### config.mk
export PLATFORM = sky130hd
export DESIGN_NAME = mc_control
export DESIGN_NICKNAME = d
export VERILOG_FILES = /design/src/rtl/mc_control.sv
export SDC_FILE = /design/constraint.sdc
export NUM_CORES = 1
export LEC_CHECK = 0
export CELL_PAD_IN_SITES_DETAIL_PLACEMENT = 2
export CELL_PAD_IN_SITES_GLOBAL_PLACEMENT = 2
export CORE_MARGIN = 5
export CORE_UTILIZATION = 32
export DETAILED_ROUTE_END_ITERATION = 8
export DONT_BUFFER_PORTS = 1
export HOLD_SLACK_MARGIN = 0.03
export PLACE_DENSITY = 0.79
export SYNTH_ARGS = -nofsm -noshare
export SYNTH_HDL_FRONTEND = slang
export SYNTH_SLANG_ARGS = --single-unit
### constraint.sdc
create_clock -name clk -period 2.2 [get_ports clk]
set_clock_uncertainty 0.05 [all_clocks]
set_input_delay 0.22 -clock clk [delete_from_list [all_inputs] [get_ports clk]]
set_output_delay 0.22 -clock clk [all_outputs]
set_load 0.01 [all_outputs]
### src/rtl/mc_control.sv
// rtl/mc_control.sv - multi-cycle processor control FSM
//
// Purpose: Moore-style control unit for a multi-cycle datapath. State
// decodes all datapath controls; pc_en, ir_write and illegal also depend
// on the current inputs (mem_ready, zero, opcode/funct).
//
// Configuration macro: MC_BNE_EN - when defined, opcode 1001 (BNE) is
// decoded to BRANCH with a latched bne flag that inverts the branch test.
//
// Ports:
//   clk, rst_n             clock, asynchronous active-low reset
//   opcode[3:0], funct[2:0] instruction fields held in the IR
//   zero                   ALU zero flag
//   mem_ready              memory done strobe (FETCH, MEMRD, MEMWR)
//   pc_en, iord            PC load enable, memory address select
//   mem_read, mem_write    memory strobes
//   ir_write               IR load enable
//   reg_write, reg_dst, mem_to_reg  register-file controls
//   alu_src_a, alu_src_b[1:0], alu_op[3:0]  ALU operand/op selects
//   pc_source[1:0]         PC mux select
//   state[3:0]             current state code (debug)
//   illegal                one-cycle pulse on an undefined instruction
module mc_control (
  input  logic       clk,
  input  logic       rst_n,
  input  logic [3:0] opcode,
  input  logic [2:0] funct,
  input  logic       zero,
  input  logic       mem_ready,
  output logic       pc_en,
  output logic       iord,
  output logic       mem_read,
  output logic       mem_write,
  output logic       ir_write,
  output logic       reg_write,
  output logic       reg_dst,
  output logic       mem_to_reg,
  output logic       alu_src_a,
  output logic [1:0] alu_src_b,
  output logic [3:0] alu_op,
  output logic [1:0] pc_source,
  output logic [3:0] state,
  output logic       illegal
);

  localparam logic [3:0] S_FETCH  = 4'd0;
  localparam logic [3:0] S_DECODE = 4'd1;
  localparam logic [3:0] S_MEMADR = 4'd2;
  localparam logic [3:0] S_MEMRD  = 4'd3;
  localparam logic [3:0] S_MEMWB  = 4'd4;
  localparam logic [3:0] S_MEMWR  = 4'd5;
  localparam logic [3:0] S_EXEC   = 4'd6;
  localparam logic [3:0] S_ALUWB  = 4'd7;
  localparam logic [3:0] S_BRANCH = 4'd8;
  localparam logic [3:0] S_ADDIEX = 4'd9;
  localparam logic [3:0] S_ADDIWB = 4'd10;
  localparam logic [3:0] S_JUMP   = 4'd11;

  localparam logic [3:0] OP_RTYPE = 4'b0000;
  localparam logic [3:0] OP_LW    = 4'b0100;
  localparam logic [3:0] OP_SW    = 4'b0101;
  localparam logic [3:0] OP_BEQ   = 4'b0110;
  localparam logic [3:0] OP_ADDI  = 4'b0111;
  localparam logic [3:0] OP_J     = 4'b1000;
`ifdef MC_BNE_EN
  localparam logic [3:0] OP_BNE   = 4'b1001;
`endif

  localparam logic [3:0] ALU_AND = 4'b0000;
  localparam logic [3:0] ALU_OR  = 4'b0001;
  localparam logic [3:0] ALU_ADD = 4'b0010;
  localparam logic [3:0] ALU_SUB = 4'b0110;
  localparam logic [3:0] ALU_SLT = 4'b0111;

  logic [3:0] state_q;
  logic [3:0] state_d;
  logic [3:0] decode_next;
  logic       decode_illegal;
  logic       funct_ok;
  logic       bne_q;

  // Instruction decode used by DECODE; an undefined encoding returns to
  // FETCH so no write state is ever entered.
  always_comb begin
    funct_ok       = (funct == 3'b000) || (funct == 3'b001) || (funct == 3'b010) ||
                     (funct == 3'b110) || (funct == 3'b111);
    decode_next    = S_FETCH;
    decode_illegal = 1'b0;
    case (opcode)
      OP_RTYPE: begin
        if (funct_ok) decode_next = S_EXEC;
        else          decode_illegal = 1'b1;
      end
      OP_LW, OP_SW: decode_next = S_MEMADR;
      OP_BEQ:       decode_next = S_BRANCH;
      OP_ADDI:      decode_next = S_ADDIEX;
      OP_J:         decode_next = S_JUMP;
`ifdef MC_BNE_EN
      OP_BNE:       decode_next = S_BRANCH;
`endif
      default:      decode_illegal = 1'b1;
    endcase
  end

`ifdef MC_BNE_EN
  // BEQ and BNE share the BRANCH state; the flag remembers which one it was.
  always_ff @(posedge clk or negedge rst_n) begin
    if (!rst_n)
      bne_q <= 1'b0;
    else if (state_q == S_DECODE)
      bne_q <= (opcode == OP_BNE);
  end
`else
  assign bne_q = 1'b0;
`endif

  // State register
  always_ff @(posedge clk or negedge rst_n) begin
    if (!rst_n) state_q <= S_FETCH;
    else        state_q <= state_d;
  end

  // Next-state logic
  always_comb begin
    state_d = S_FETCH;
    case (state_q)
      S_FETCH:  state_d = mem_ready ? S_DECODE : S_FETCH;
      S_DECODE: state_d = decode_next;
      S_MEMADR: state_d = (opcode == OP_SW) ? S_MEMWR : S_MEMRD;
      S_MEMRD:  state_d = mem_ready ? S_MEMWB : S_MEMRD;
      S_MEMWB:  state_d = S_FETCH;
      S_MEMWR:  state_d = mem_ready ? S_FETCH : S_MEMWR;
      S_EXEC:   state_d = S_ALUWB;
      S_ALUWB:  state_d = S_FETCH;
      S_BRANCH: state_d = S_FETCH;
      S_ADDIEX: state_d = S_ADDIWB;
      S_ADDIWB: state_d = S_FETCH;
      S_JUMP:   state_d = S_FETCH;
      default:  state_d = S_FETCH;
    endcase
  end

  // Output logic
  always_comb begin
    pc_en      = 1'b0;
    iord       = 1'b0;
    mem_read   = 1'b0;
    mem_write  = 1'b0;
    ir_write   = 1'b0;
    reg_write  = 1'b0;
    reg_dst    = 1'b0;
    mem_to_reg = 1'b0;
    alu_src_a  = 1'b0;
    alu_src_b  = 2'b00;
    alu_op     = 4'b0000;
    pc_source  = 2'b00;
    illegal    = 1'b0;
    case (state_q)
      S_FETCH: begin
        mem_read  = 1'b1;
        alu_src_b = 2'b01;
        alu_op    = ALU_ADD;
        ir_write  = mem_ready;
        pc_en     = mem_ready;
      end
      S_DECODE: begin
        alu_src_b = 2'b11;
        alu_op    = ALU_ADD;
        illegal   = decode_illegal;
      end
      S_MEMADR, S_ADDIEX: begin
        alu_src_a = 1'b1;
        alu_src_b = 2'b10;
        alu_op    = ALU_ADD;
      end
      S_MEMRD: begin
        mem_read = 1'b1;
        iord     = 1'b1;
      end
      S_MEMWB: begin
        reg_write  = 1'b1;
        mem_to_reg = 1'b1;
      end
      S_MEMWR: begin
        mem_write = 1'b1;
        iord      = 1'b1;
      end
      S_EXEC: begin
        alu_src_a = 1'b1;
        case (funct)
          3'b000:  alu_op = ALU_AND;
          3'b001:  alu_op = ALU_OR;
          3'b010:  alu_op = ALU_ADD;
          3'b110:  alu_op = ALU_SUB;
          3'b111:  alu_op = ALU_SLT;
          default: alu_op = ALU_AND;
        endcase
      end
      S_ALUWB: begin
        reg_write = 1'b1;
        reg_dst   = 1'b1;
      end
      S_BRANCH: begin
        alu_src_a = 1'b1;
        alu_op    = ALU_SUB;
        pc_source = 2'b01;
        pc_en     = zero ^ bne_q;
      end
      S_ADDIWB: begin
        reg_write = 1'b1;
      end
      S_JUMP: begin
        pc_en     = 1'b1;
        pc_source = 2'b10;
      end
      default: ;
    endcase
    // Reset drops the state to FETCH asynchronously; the input-dependent
    // enables must also be killed without waiting for a clock.
    if (!rst_n) begin
      pc_en     = 1'b0;
      ir_write  = 1'b0;
      mem_write = 1'b0;
      reg_write = 1'b0;
      illegal   = 1'b0;
    end
  end

  assign state = state_q;

endmodule
==> impl_metrics.py <==
metrics = {
    "cts": {
        "ctsHtreeMaxLevel": 1,
        "cts-root-buf": "sky130_fd_sc_hd__clkbuf_4",
        "clkSinkCount": 4,
        "clk_pin_slew_ns": 0.03,
        "worstSkewPairLatency_ns": 0.24,
        "cts_tree": "yes",
        "ctsLongestPathBuffers": 2,
        "tritoncts.num_buffers": 3,
    },
    "floorplan": {
        "rows": 15,
        "die-width_microns": 53.6,
        "die_height_microns": 53.6,
        "fp.coreArea_sq_mm": 0.00176,
        "initial_utilization": 0.345,
        "die_area_sq_mm": 0.00287,
        "ios": 33,
    },
    "power_and_ir_drop": {
        "vdd_ir_drop_max_uv": 279,
        "finalPower_mw": 0.753,
        "p_leak_nw": 0.253,
        "p_per_area_mw_per_mm2": 1110,
    },
    "cells_and_area": {
        "max_reg_flops": 4,
        "final_design_area_no_fill_sq_um": 676,
        "fin_util": 0.383,
        "antenna-diode-count": 0,
        "nNetsFinal": 100,
        "drive_above_1_share": 0.172,
        "layout_area_growth_over_synthesis_pct": 11.1,
        "finish.cell_count_without_fillers": 112,
    },
    "routing": {
        "routed_via_density": 5.82,
        "route.vias.total": 652,
        "initialDrtViolationCount": 4,
        "post_drt_wl_per_cell_microns": 19.4,
        "drt-total-wl_mm": 2.17,
        "drc_errors": 0,
        "ant_nets": 0,
        "drt_pre_antenna_iters": 4,
    },
    "yosys": {
        "dominant_combinational_cell_family_by_area_after_synthesis": "simple AND/OR/NAND/NOR gates",
        "post_synth_most_frequent_cells": "sky130_fd_sc_hd__a21oi_1, sky130_fd_sc_hd__nand2_1, sky130_fd_sc_hd__nor2_1, sky130_fd_sc_hd__nand2b_1, sky130_fd_sc_hd__nor2b_1",
        "synth_seq_cells": 4,
        "syn_avg_cell_area_sq_um": 7.15,
        "synth_nets": 96,
        "ys_top_cells_by_area": "sky130_fd_sc_hd__dfrtp_1, sky130_fd_sc_hd__nand2b_1, sky130_fd_sc_hd__nor2b_1, sky130_fd_sc_hd__a21oi_1, sky130_fd_sc_hd__nand2_1",
        "post_synth_inst_count": 85,
        "synth.yosys.warnings": 0,
        "synth-simple-area-share": 0.494,
        "seq_area_frac_synth": 0.165,
        "synth_largest_area_cell": "sky130_fd_sc_hd__dfrtp_1",
        "dominantRegCellSynth": "sky130_fd_sc_hd__dfrtp_1",
        "synth-compound-area-share": 0.245,
        "number_of_enable_flip_flop_cells_after_synthesis": 0,
        "netlist_area_sq_um": 608,
        "post_synth_xor_area_fraction": 0.0288,
        "number_of_distinct_library_cell_variants_in_the_gate_level_netlist_after_synthesis": 38,
        "synth_largest_type_area_fraction": 0.165,
        "synth-async-reset-ratio": 1.00,
        "yosys.area_share.adder": 0,
        "synth_mux_area_frac": 0.0165,
    },
    "global_routing": {
        "globalRouteOverflowTotal": 0,
        "grt_start_max_net_pins": 19,
        "first_global_vias": 760,
        "grt_first_pass_wirelength_mm": 3.51,
        "antenna_violations_before_repair": 0,
        "globalRouteTotalUtil": 0.167,
    },
    "timing": {
        "timing.fmax_ghz": 0.501,
        "timing.final.setup_violations": 0,
        "rsz0062_at_grt": "false",
        "timing.final.max_slew_violations": 0,
        "layout_min_cycle_time_ns": 2.00,
        "setup_slack_ns": 0.204,
        "hold_violations": 0,
        "holdWs_ns": 0.123,
        "finalCritPeriodShare": 0.907,
        "timing.setup.tns_ns": 0,
    },
    "place": {
        "post_dp_cell_area_sq_um": 642,
        "pre_cts_ws_ns": 0.368,
        "place.detailed.instances": 108,
        "routabilityCongestion": 0.762,
        "portBuffers": 0,
        "dp_hpwl_mm": 1.68,
    },
    "setup_path": {
        "worstSetupStartpointType": "register",
        "cp.arrival_ns": 1.73,
        "critPathRequiredTime_ns": 1.93,
        "setup.worst_path.end_class": "output port",
        "crit_path_max_fanout": 12,
        "path_class": "register to output port",
    },
    "run_status": {
        "outcome": "completed",
    },
    "job": {
        "maxCapViolCount": 0,
    },
    "min_path": {
        "hp-class": "input pin to register",
    },
}
-- what timing repair did --
| item | CTS | global route |
|---|---|---|
| hold endpoints to repair | 4 | 0 |
| setup buffers | 0 | 0 |
| hold buffers | 1 | 0 |
| setup endpoints to repair | 0 | 1 |
| gates resized for setup | 0 | 1 |
-- cell type report --
class                   count  area [sq um]
repair buffers              5          40.0
clock buffers               3          22.5
well taps                  25          31.3
flip-flops and latches      4           101
multi-input cells          75           480
fillers                   225          1090
-- cells by family (layout without fill, tap and decap cells) --
| family | Yosys count | count (layout) |
|---|---|---|
| compound gates | 22 | 22 |
| xor+xnor | 2 | 2 |
| buf+inv | 6 | 8 |
| flops | 4 | 4 |
| mux | 1 | 1 |
| other cells | 1 | 1 |
| simple gates | 49 | 49 |
-- cell usage in the layout, fill, tap and decap left out, drive strengths merged, types with 2 or more instances in the layout --
master / instances
a21oi: 6
and2b: 2
and3b: 2
buf: 4
clkbuf: 3
dfrtp: 4
nand2: 6
nand2b: 5
nand3: 3
nand3b: 3
nor2: 6
nor2b: 5
nor3: 4
nor3b: 3
o21a: 2
o21ai: 4
or2: 3
or3b: 2
xor2: 2
-- worst max-delay path, stage by stage (launching register included) --
cell and delay, ns:
sky130_fd_sc_hd__dfrtp_1 0.60, sky130_fd_sc_hd__or3b_2 0.48, sky130_fd_sc_hd__a21boi_0 0.22, sky130_fd_sc_hd__o21a_1 0.19
-- final timing paths --
check,start,to,slack [ns],depth (start not counted)
max,state[3],reg_write,0.20,3
min in group asynchronous,rst_n,state[2],0.22,1
max in group asynchronous,rst_n,state[0],1.67,1
min,opcode[1],state[3],0.12,2
min reg2reg,state[0],state[3],0.75,2
max reg2reg,state[3],state[1],0.67,3
-- where the power goes --
| part | switching, mW | internal [mW] |
|---|---|---|
| sequential | 0.0920 | 0.102 |
| clock | 0.0316 | 0.0611 |
| combinational | 0.281 | 0.185 |
-- per-layer routing --
metal | GRT usage | up-vias | part of all wire
met3 | 0.0360 | 2 | 0.057
met4 | 0.0766 | 0 | 0.0078
met2 | 0.296 | 24 | 0.51
met1 | 0.189 | 312 | 0.43
met5 | 0 | - | 0
li1 | - | 314 | -
Note: power is estimated with default switching activity, not from simulation.
